--- src/rtl/uart_pkg.sv ---
// Shared UART definitions: frame line levels, data width and the receiver state type.
// Used by both the transmitter and the receiver so their framing cannot drift apart.
package uart_pkg;

    localparam int DATA_BITS          = 8;
    localparam int OVERSAMPLE_DEFAULT = 16;

    // Line levels of an 8N1 frame; the stop level doubles as the idle level.
    localparam logic LINE_IDLE   = 1'b1;
    localparam logic START_LEVEL = 1'b0;
    localparam logic STOP_LEVEL  = 1'b1;

    typedef enum logic [2:0] {
        RX_IDLE    = 3'd0,
        RX_START   = 3'd1,
        RX_DATA    = 3'd2,
        RX_STOP    = 3'd3,
        RX_WAIT_HI = 3'd4
    } rx_state_t;

endpackage

--- src/rtl/rx_bit_timer.sv ---
// Oversample counter and bit index for the UART receiver; raises strobes at the
// half-bit and full-bit points of the current bit period.
module rx_bit_timer
    import uart_pkg::*;
#(
    parameter int OVERSAMPLE = OVERSAMPLE_DEFAULT,
    parameter int CLEAR_VAL  = 0
) (
    input  logic clk,
    input  logic rst_n,
    input  logic clear,
    input  logic run,
    input  logic bit_step,
    output logic half_strobe,
    output logic full_strobe,
    output logic last_bit
);

    localparam int SAMP_W = $clog2(OVERSAMPLE);
    localparam int BIT_W  = $clog2(DATA_BITS);

    localparam logic [SAMP_W-1:0] HALF_PT = SAMP_W'(OVERSAMPLE / 2 - 1);
    localparam logic [SAMP_W-1:0] FULL_PT = SAMP_W'(OVERSAMPLE - 1);
    localparam logic [SAMP_W-1:0] CLR_PT  = SAMP_W'(CLEAR_VAL);
    localparam logic [BIT_W-1:0]  LAST_PT = BIT_W'(DATA_BITS - 1);

    logic [SAMP_W-1:0] samp_cnt_reg;
    logic [BIT_W-1:0]  bit_idx_reg;

    // The counter wraps naturally, so each full-bit strobe is exactly OVERSAMPLE apart.
    always_ff @(posedge clk) begin
        if (!rst_n) begin
            samp_cnt_reg <= '0;
            bit_idx_reg  <= '0;
        end else begin
            if (clear) begin
                samp_cnt_reg <= CLR_PT;
            end else if (run) begin
                samp_cnt_reg <= samp_cnt_reg + SAMP_W'(1);
            end else begin
                samp_cnt_reg <= '0;
            end

            if (clear) begin
                bit_idx_reg <= '0;
            end else if (bit_step) begin
                bit_idx_reg <= bit_idx_reg + BIT_W'(1);
            end
        end
    end

    assign half_strobe = (samp_cnt_reg == HALF_PT);
    assign full_strobe = (samp_cnt_reg == FULL_PT);
    assign last_bit    = (bit_idx_reg == LAST_PT);

endmodule

--- src/rtl/uart_receiver.sv ---
// 8N1 UART receiver with mid-bit sampling and a one-byte ready/valid output buffer.
// Define UART_RX_MAJORITY_VOTE_EN to take a 2-of-3 vote around every sample point.
module uart_receiver
    import uart_pkg::*;
#(
    parameter int OVERSAMPLE  = OVERSAMPLE_DEFAULT,
    parameter int SYNC_STAGES = 2
) (
    input  logic       clk,
    input  logic       rst_n,
    input  logic       rx_serial_in,
    input  logic       rx_data_ready,
    output logic       rx_data_valid,
    output logic [7:0] rx_data,
    output logic       rx_frame_err,
    output logic       rx_overrun
);

    localparam logic [2:0] ST_IDLE    = RX_IDLE;
    localparam logic [2:0] ST_START   = RX_START;
    localparam logic [2:0] ST_DATA    = RX_DATA;
    localparam logic [2:0] ST_STOP    = RX_STOP;
    localparam logic [2:0] ST_WAIT_HI = RX_WAIT_HI;

`ifdef UART_RX_MAJORITY_VOTE_EN
    // The vote decides one cycle after the point, so the data phase starts one count ahead.
    localparam int TIMER_CLEAR = 1;
`else
    localparam int TIMER_CLEAR = 0;
`endif

    logic [SYNC_STAGES-1:0] sync_reg;
    logic                   rx_s;

    logic [2:0]           state_reg;
    logic [DATA_BITS-1:0] shift_reg;
    logic [7:0]           data_reg;
    logic                 valid_reg;
    logic                 ferr_reg;
    logic                 ovr_reg;

    logic half_strobe;
    logic full_strobe;
    logic last_bit;
    logic half_evt;
    logic full_evt;
    logic samp_bit;
    logic timer_run;
    logic timer_clear;
    logic bit_step;

    always_ff @(posedge clk) begin
        if (!rst_n) begin
            sync_reg <= {SYNC_STAGES{LINE_IDLE}};
        end else begin
            sync_reg <= {sync_reg[SYNC_STAGES-2:0], rx_serial_in};
        end
    end

    assign rx_s = sync_reg[SYNC_STAGES-1];

`ifdef UART_RX_MAJORITY_VOTE_EN
    logic rx_hist1_reg;
    logic rx_hist2_reg;
    logic half_q_reg;
    logic full_q_reg;

    always_ff @(posedge clk) begin
        if (!rst_n) begin
            rx_hist1_reg <= LINE_IDLE;
            rx_hist2_reg <= LINE_IDLE;
            half_q_reg   <= 1'b0;
            full_q_reg   <= 1'b0;
        end else begin
            rx_hist1_reg <= rx_s;
            rx_hist2_reg <= rx_hist1_reg;
            half_q_reg   <= half_strobe;
            full_q_reg   <= full_strobe;
        end
    end

    // Window is rx_s at point-1, point and point+1; this cycle is point+1.
    assign half_evt = half_q_reg;
    assign full_evt = full_q_reg;
    assign samp_bit = (rx_hist2_reg & rx_hist1_reg) | (rx_hist2_reg & rx_s) | (rx_hist1_reg & rx_s);
`else
    assign half_evt = half_strobe;
    assign full_evt = full_strobe;
    assign samp_bit = rx_s;
`endif

    assign timer_run   = (state_reg == ST_START) || (state_reg == ST_DATA) || (state_reg == ST_STOP);
    assign timer_clear = (state_reg == ST_START) && half_evt && (samp_bit == START_LEVEL);
    assign bit_step    = (state_reg == ST_DATA) && full_evt;

    rx_bit_timer #(
        .OVERSAMPLE (OVERSAMPLE),
        .CLEAR_VAL  (TIMER_CLEAR)
    ) u_bit_timer (
        .clk         (clk),
        .rst_n       (rst_n),
        .clear       (timer_clear),
        .run         (timer_run),
        .bit_step    (bit_step),
        .half_strobe (half_strobe),
        .full_strobe (full_strobe),
        .last_bit    (last_bit)
    );

    always_ff @(posedge clk) begin
        if (!rst_n) begin
            state_reg <= ST_IDLE;
            shift_reg <= '0;
            data_reg  <= '0;
            valid_reg <= 1'b0;
            ferr_reg  <= 1'b0;
            ovr_reg   <= 1'b0;
        end else begin
            ferr_reg <= 1'b0;
            ovr_reg  <= 1'b0;

            if (valid_reg && rx_data_ready) begin
                valid_reg <= 1'b0;
            end

            case (state_reg)
                ST_IDLE: begin
                    if (rx_s == START_LEVEL) begin
                        state_reg <= ST_START;
                    end
                end
                ST_START: begin
                    // A start bit that is gone by mid-bit was a glitch: drop it silently.
                    if (half_evt) begin
                        state_reg <= (samp_bit == START_LEVEL) ? ST_DATA : ST_IDLE;
                    end
                end
                ST_DATA: begin
                    if (full_evt) begin
                        shift_reg <= {samp_bit, shift_reg[DATA_BITS-1:1]};
                        if (last_bit) begin
                            state_reg <= ST_STOP;
                        end
                    end
                end
                ST_STOP: begin
                    if (full_evt) begin
                        if (samp_bit == STOP_LEVEL) begin
                            state_reg <= ST_IDLE;
                            // A byte leaving this same cycle frees the buffer for the new one.
                            if (!valid_reg || rx_data_ready) begin
                                data_reg  <= shift_reg;
                                valid_reg <= 1'b1;
                            end else begin
                                ovr_reg <= 1'b1;
                            end
                        end else begin
                            ferr_reg  <= 1'b1;
                            state_reg <= ST_WAIT_HI;
                        end
                    end
                end
                ST_WAIT_HI: begin
                    // Hold here so a break line reports a single framing error.
                    if (rx_s == LINE_IDLE) begin
                        state_reg <= ST_IDLE;
                    end
                end
                default: begin
                    state_reg <= ST_IDLE;
                end
            endcase
        end
    end

    assign rx_data_valid = valid_reg;
    assign rx_data       = data_reg;
    assign rx_frame_err  = ferr_reg;
    assign rx_overrun    = ovr_reg;

endmodule

--- config.mk ---
export PLATFORM = sky130hd
export DESIGN_NAME = uart_receiver
export DESIGN_NICKNAME = d
export VERILOG_FILES = /design/src/rtl/uart_pkg.sv /design/src/rtl/rx_bit_timer.sv /design/src/rtl/uart_receiver.sv
export SDC_FILE = /design/constraint.sdc
export NUM_CORES = 1
export LEC_CHECK = 0
export BUFFER_PORTS_ARGS = -buffer_cell sky130_fd_sc_hd__buf_2
export CAP_MARGIN = 25
export CORE_MARGIN = 4
export CORE_UTILIZATION = 51
export CTS_CLUSTER_DIAMETER = 150
export CTS_CLUSTER_SIZE = 40
export DETAILED_ROUTE_END_ITERATION = 8
export GPL_TIMING_DRIVEN = 0
export PLACE_DENSITY = 0.72
export SLEW_MARGIN = 30
export SYNTH_ARGS = -nofsm -noshare
export SYNTH_HDL_FRONTEND = slang
export SYNTH_SLANG_ARGS = --single-unit
--- constraint.sdc ---
create_clock -name clk -period 4.6 [get_ports clk]
set_input_delay 0.92 -clock clk [delete_from_list [all_inputs] [get_ports clk]]
set_output_delay 0.92 -clock clk [all_outputs]
set_load 0.05 [all_outputs]
; ---- Word level (Yosys, flattened, before mapping)
; Index checks and enable logic that the tools add are counted.
[word_totals]
reg_bits = 31
input_bits = 4
out_inout_bits = 11
elab_cells = 59
[op_classes]
add_sub_neg = 2
eq_ne = 13
mux = 16
bitwise_logic = 3
reduce_logical = 16
[ops]
columns = operator, n
row1 = $mux W3, 7
row2 = $pmux W3 S5, 1
row3 = $ne A2 B2 Y1 const B, 6
row4 = $reduce_and A4 Y1, 2
row5 = $mux W1, 7
row6 = $eq A3 B2 Y1 const B, 2
row7 = $eq A3 B3 Y1 const B, 2
row8 = $reduce_and A6 Y1, 1
row9 = $add A4 B1 Y4 const B, 1
row10 = $eq A4 B3 Y1 const B, 1
row11 = $eq A4 B4 Y1 const B, 1
row12 = $logic_and A1 B1 Y1, 4
row13 = $add A3 B1 Y3 const B, 1
row14 = $eq A3 B1 Y1 const B, 1
row15 = $logic_not A3 Y1, 1
row16 = $logic_or A1 B1 Y1, 3
row17 = $not A1 Y1, 3
row18 = $reduce_and A3 Y1, 1
row19 = $reduce_or A3 Y1, 1
row20 = $mux W2, 1
row21 = $reduce_and A2 Y1, 1
row22 = $reduce_or A2 Y1, 1
row23 = $logic_not A1 Y1, 1

; ---- Longest topological paths before layout
[logic_depth]
ltp_word = 6
mapped_depth = 5
mapped_depth_nobuf = 5

; ---- Cells and area by module
; Synthesis repeated with hierarchy kept, for this count alone.
[unflattened]
hier_cells = 124
hier_area_um2 = 1290.0
[modules_own_cells]
columns = mod, instances, cells_per_inst, area_per_inst_um2, seq_area_each_um2
row1 = uart_receiver, 1, 94, 979.7, 480.5
row2 = rx_bit_timer, 1, 30, 310.3, 140.1

; ---- Least setup slack after synthesis
; Ideal clock, no wire load.
[synth_timing]
path_kind = input to register
startpoint = in rx_data_ready
endpoint = reg data_reg[0], in the netlist rx_data[0]
setup_time_ps = 72
arrival_time_ps = 1716
required_ps = 4528
path_slack_ps = 2812
stages = 3
n_path_buf = 0
path_cell_list = nor2b_1 nor4_4 mux2i_1
[synth_via]
elab_chain_cells = 2
[synth_lines]
columns = item, line_no
row1 = from (decl), uart_receiver.sv:12  ; input logic rx_data_ready,
row2 = $logic_or A1 B1 Y1, uart_receiver.sv:151  ; if (!valid_reg || rx_data_ready) begin
row3 = $reduce_and A4 Y1 (no line), --
row4 = to (signal assigned), uart_receiver.sv:152  ; data_reg <= shift_reg;
row5 = to (decl), uart_receiver.sv:37  ; logic [7:0] data_reg;
; Every way passes these cells.
; A chain may end at the register's enable or synchronous reset.

; ---- Worst setup path after layout
[layout_timing]
startpoint = reg u_bit_timer.samp_cnt_reg[0]
endpoint = reg data_reg[4], in the netlist rx_data[4]
[layout_via]
elab_chain_cells = 2
[layout_lines]
columns = item, line_no
row1 = from (decl), rx_bit_timer.sv:27  ; logic [SAMP_W-1:0] samp_cnt_reg;
row2 = from (signal assigned), rx_bit_timer.sv:39  ; samp_cnt_reg <= samp_cnt_reg + SAMP_W'(1);
row3 = $eq A4 B4 Y1, rx_bit_timer.sv:53  ; assign full_strobe = (samp_cnt_reg == FULL_PT);
row4 = $reduce_and A4 Y1 (no line), --
; Every way passes these cells.

==> reports/summary.txt <==
===============================================================================================
Rel. slew slack                                                                           0.525
Number of max-slew violations in the final report                                             0
Flip-flop and latch count after synthesis                                                    31
Longest Clk Path Bufs                                                                         2
Post-detailed-route count of antenna-violating nets                                           0
Number of buffers inserted to repair setup after CTS                                          0
DR WL/cell                                                                              13.5 µm
GRT Util Overall                                                                          0.174
Dominant cell type by area after synthesis                                         sky130_fd_sc_hd__dfxtp_1
CP max-delay cell                                                                  sky130_fd_sc_hd__nor4_4
Post-Syn Area                                                                          1330 µm²
Critical path's largest stage delay                                                      690 ps
Finished Layout Cells                                                                       194
Async set-reset flop share out of synthesis                                                   0
Total CTS buffers                                                                             5
Post-CTS resize count                                                                         0
CTS Hold Buffers Added                                                                        0
Grt ovf                                                                                       0
Total power density per cell area                                                    366 nW/µm²
Leading post-synthesis cells by cell area                                          sky130_fd_sc_hd__dfxtp_1 (47%), sky130_fd_sc_hd__mux2i_1 (6.8%), sky130_fd_sc_hd__nand2_1 (5.1%), sky130_fd_sc_hd__nand3_1 (4.5%), sky130_fd_sc_hd__a21boi_0 (4.5%)
Top FF cell, synth                                                                 sky130_fd_sc_hd__dfxtp_1
Instance area at placement                                                             1440 µm²
Utilization after layout                                                                  0.616
Antenna fix cells                                                                             0
Critical R2R Capture                                                               rx_data[4]$_SDFFE_PN0P_
Post-Synthesis Net Count                                                                    149
Number of enable flip-flop cells after synthesis                                              0
Cells after synthesis                                                                       142
Kind of start point of the critical path                                                   flop
Die Area                                                                               3490 µm²
Fin Clk Skew                                                                            9.89 ps
Combined flip-flop and latch cell area                                                  621 µm²
RSZ-0062 raised after global routing                                                      false
Initial antenna violation count                                                               0
Pin count of the biggest net entering global routing                                         11
Highest-utilization routing layer at the global route stage                                met2
Final total negative setup slack                                                           0 ps
Yosys cell types                                                                             35
Multi-input combinational cell area                                                     669 µm²
Synth Area per Inst                                                                    9.38 µm²
CTS H-tree depth                                                                              2
Area of the placeable core                                                             2480 µm²
Fraction of layout cells with a size suffix above 1                                       0.189
Drt total wl                                                                            2620 µm
Final-stage net count                                                                       170
Worst EP arrival                                                                        2140 ps
Kind of end point of the critical path                                                     flop
Floorplan die height                                                                    59.1 µm
CTS root buf                                                                       sky130_fd_sc_hd__clkbuf_4
Clk Latency, worst-skew pair                                                             340 ps
Final count of negative-setup-slack endpoints                                                 0
Run status                                                                         finished, final reports clean
Global Route met1 Usage                                                                   0.211
Number of design-rule violations left by the first detailed-router iteration                 56
TritonCTS clock tree                                                                       done
Static Leakage                                                                         0.566 nW
Cells traversed along the worst timing path                                        ha_1 -> nand3_2 -> nor4_4 -> mux2i_1
Number of detailed-routing iterations run before antenna repair                               4
Count of standard-cell rows                                                                  18
Sequential area share after synthesis                                                     0.466
Measured slew at the worst slew-check pin                                                707 ps
Crit share post-route                                                                     0.405
Io pins                                                                                      15
Global-route wire length before repair                                                  4520 µm
Count of buffers from port buffering                                                         14
Max rail drop VDD                                                                    0.000327 V
Worst Reg-to-Reg Cells                                                                        4
Area added between synthesis and finish                                                   14.6%
Met2 Resource Use GR                                                                      0.263
Number of global-route vias before repair                                                  1042
Critical path data required time                                                        4870 ps
Hold Crit Class                                                                         reg2reg
Non-Filler Cell Area, Final                                                            1530 µm²
Routed vias/inst                                                                           5.63
Reg2reg setup slack                                                                     2740 ps
Kind of critical path                                                                   reg2reg
Maximum clock frequency                                                                 536 MHz
Global-route met3 utilization                                                            0.0719
Worst r2r src                                                                      u_bit_timer.samp_cnt_reg[0]$_SDFF_PP0_
CP Max Fanout                                                                                 8
Launching element of the worst setup path                                          u_bit_timer.samp_cnt_reg[0]$_SDFF_PP0_
Area share of the largest cell type after synthesis                                       0.466
Routability congestion estimate                                                           0.796
Total vias in the final route                                                              1092
Endpoint of the worst setup timing path                                            rx_data[4]$_SDFFE_PN0P_
Clock Sink Count                                                                             31
Initial core utilization                                                                  0.538
Hold violation total from the final report                                                    0
Final critical delay including setup and external delays                                1860 ps
HPWL Detailed                                                                           1850 µm
DR DRC count                                                                                  0
Total instance count after detailed placement                                               186
Clock input transition at the sequential cells of the worst setup and hold paths         100 ps
Synth warnings                                                                                0
Die outline width                                                                       59.1 µm
Number of max-cap violations                                                                  0
Hold-critical path depth                                                                      1
Filler cell count                                                                           206
===============================================================================================
-- metrics by stage --
| stage | setup WS (ps) | hold slack (ps) | total power [mW] |
|---|---|---|---|
| after floorplan | 2810 | 386 | 0.328 |
| after CTS | 2710 | 426 | 0.563 |
| after global routing | 2580 | 446 | 0.584 |
| after detailed placement | 2570 | 396 | 0.340 |
| final | 2740 | 423 | 0.558 |
| after global placement | 2630 | 399 | 0.337 |
-- metal layers --
metal  part of all wire  up-vias
li1                   -      548
met1               0.47      514
met2               0.45       23
met3              0.051        7
met4              0.024        0
met5                  0        -
-- logic make-up after synthesis --
logic type                 after synthesis  synth area share
xor gates and xnor gates                 3            0.0197
DFF                                     31             0.466
adders and majority gates                3            0.0282
and+or+nand+nor                         55             0.236
AOI/OAI and AO/OA                       31             0.151
muxes                                    9            0.0676
buffers and inverters                   10            0.0319
-- where the power goes --
group | switching [mW] | internal (mW) | leakage, nW
clock network | 0.0943 | 0.128 | 0.0482
logic | 0.0328 | 0.0211 | 0.267
registers | 0.00614 | 0.275 | 0.250
total | 0.133 | 0.425 | 0.566
-- Yosys cell counts, types with 2 or more instances --
cell,count
sky130_fd_sc_hd__a21boi_0,8
sky130_fd_sc_hd__a21oi_1,5
sky130_fd_sc_hd__and3_1,2
sky130_fd_sc_hd__buf_2,4
sky130_fd_sc_hd__clkbuf_1,5
sky130_fd_sc_hd__dfxtp_1,31
sky130_fd_sc_hd__ha_1,3
sky130_fd_sc_hd__mux2i_1,9
sky130_fd_sc_hd__nand2_1,18
sky130_fd_sc_hd__nand2b_1,4
sky130_fd_sc_hd__nand3_1,12
sky130_fd_sc_hd__nor2b_1,2
sky130_fd_sc_hd__nor3_1,4
sky130_fd_sc_hd__nor3b_1,3
sky130_fd_sc_hd__o21ai_0,11
sky130_fd_sc_hd__xor2_1,2
-- layout by cell type (no fill, tap or decap), types with 2 or more instances in the layout --
master,Yosys,layout
sky130_fd_sc_hd__clkbuf_4,0,5
sky130_fd_sc_hd__nor3_1,4,4
sky130_fd_sc_hd__a21boi_0,8,8
sky130_fd_sc_hd__a21oi_1,5,5
sky130_fd_sc_hd__nor2b_1,2,2
sky130_fd_sc_hd__and3_1,2,2
sky130_fd_sc_hd__buf_2,4,18
sky130_fd_sc_hd__clkbuf_1,5,5
sky130_fd_sc_hd__nand3_1,12,12
sky130_fd_sc_hd__nand2_1,18,18
sky130_fd_sc_hd__nor3b_1,3,3
sky130_fd_sc_hd__o21ai_0,11,11
sky130_fd_sc_hd__mux2i_1,9,9
sky130_fd_sc_hd__xor2_1,2,2
sky130_fd_sc_hd__dfxtp_1,31,31
sky130_fd_sc_hd__nand2b_1,4,4
sky130_fd_sc_hd__ha_1,3,3
-- final cells by class --
| cell class | instances | share of cell area |
|---|---|---|
| inverter | 1 | 0.00246 |
| sequential | 31 | 0.407 |
| timing repair buffer | 14 | 0.0459 |
| multi-input combinational | 101 | 0.439 |
| buffer | 9 | 0.0254 |
| clock buffer | 6 | 0.0336 |
| clock inverter | 2 | 0.0230 |
| tap | 30 | 0.0246 |
-- critical path, delay by kind of cell, from the launching register on --
kind          cells  cell delay (ps)
mux               1              260
fa+ha+maj         1              290
flops             1              370
simple gates      2              890
-- how the worst min path moves through the flow --
stage | from | to | slack (ps)
after floorplan | sync_reg[0]$_SDFF_PN1_ | sync_reg[1]$_SDFF_PN1_ | 390
after global placement | sync_reg[0]$_SDFF_PN1_ | sync_reg[1]$_SDFF_PN1_ | 400
after detailed placement | sync_reg[0]$_SDFF_PN1_ | sync_reg[1]$_SDFF_PN1_ | 400
after CTS | sync_reg[0]$_SDFF_PN1_ | sync_reg[1]$_SDFF_PN1_ | 430
after global routing | sync_reg[0]$_SDFF_PN1_ | sync_reg[1]$_SDFF_PN1_ | 450
final | sync_reg[0]$_SDFF_PN1_ | sync_reg[1]$_SDFF_PN1_ | 420
No activity file was read; power rests on OpenSTA's default activity.
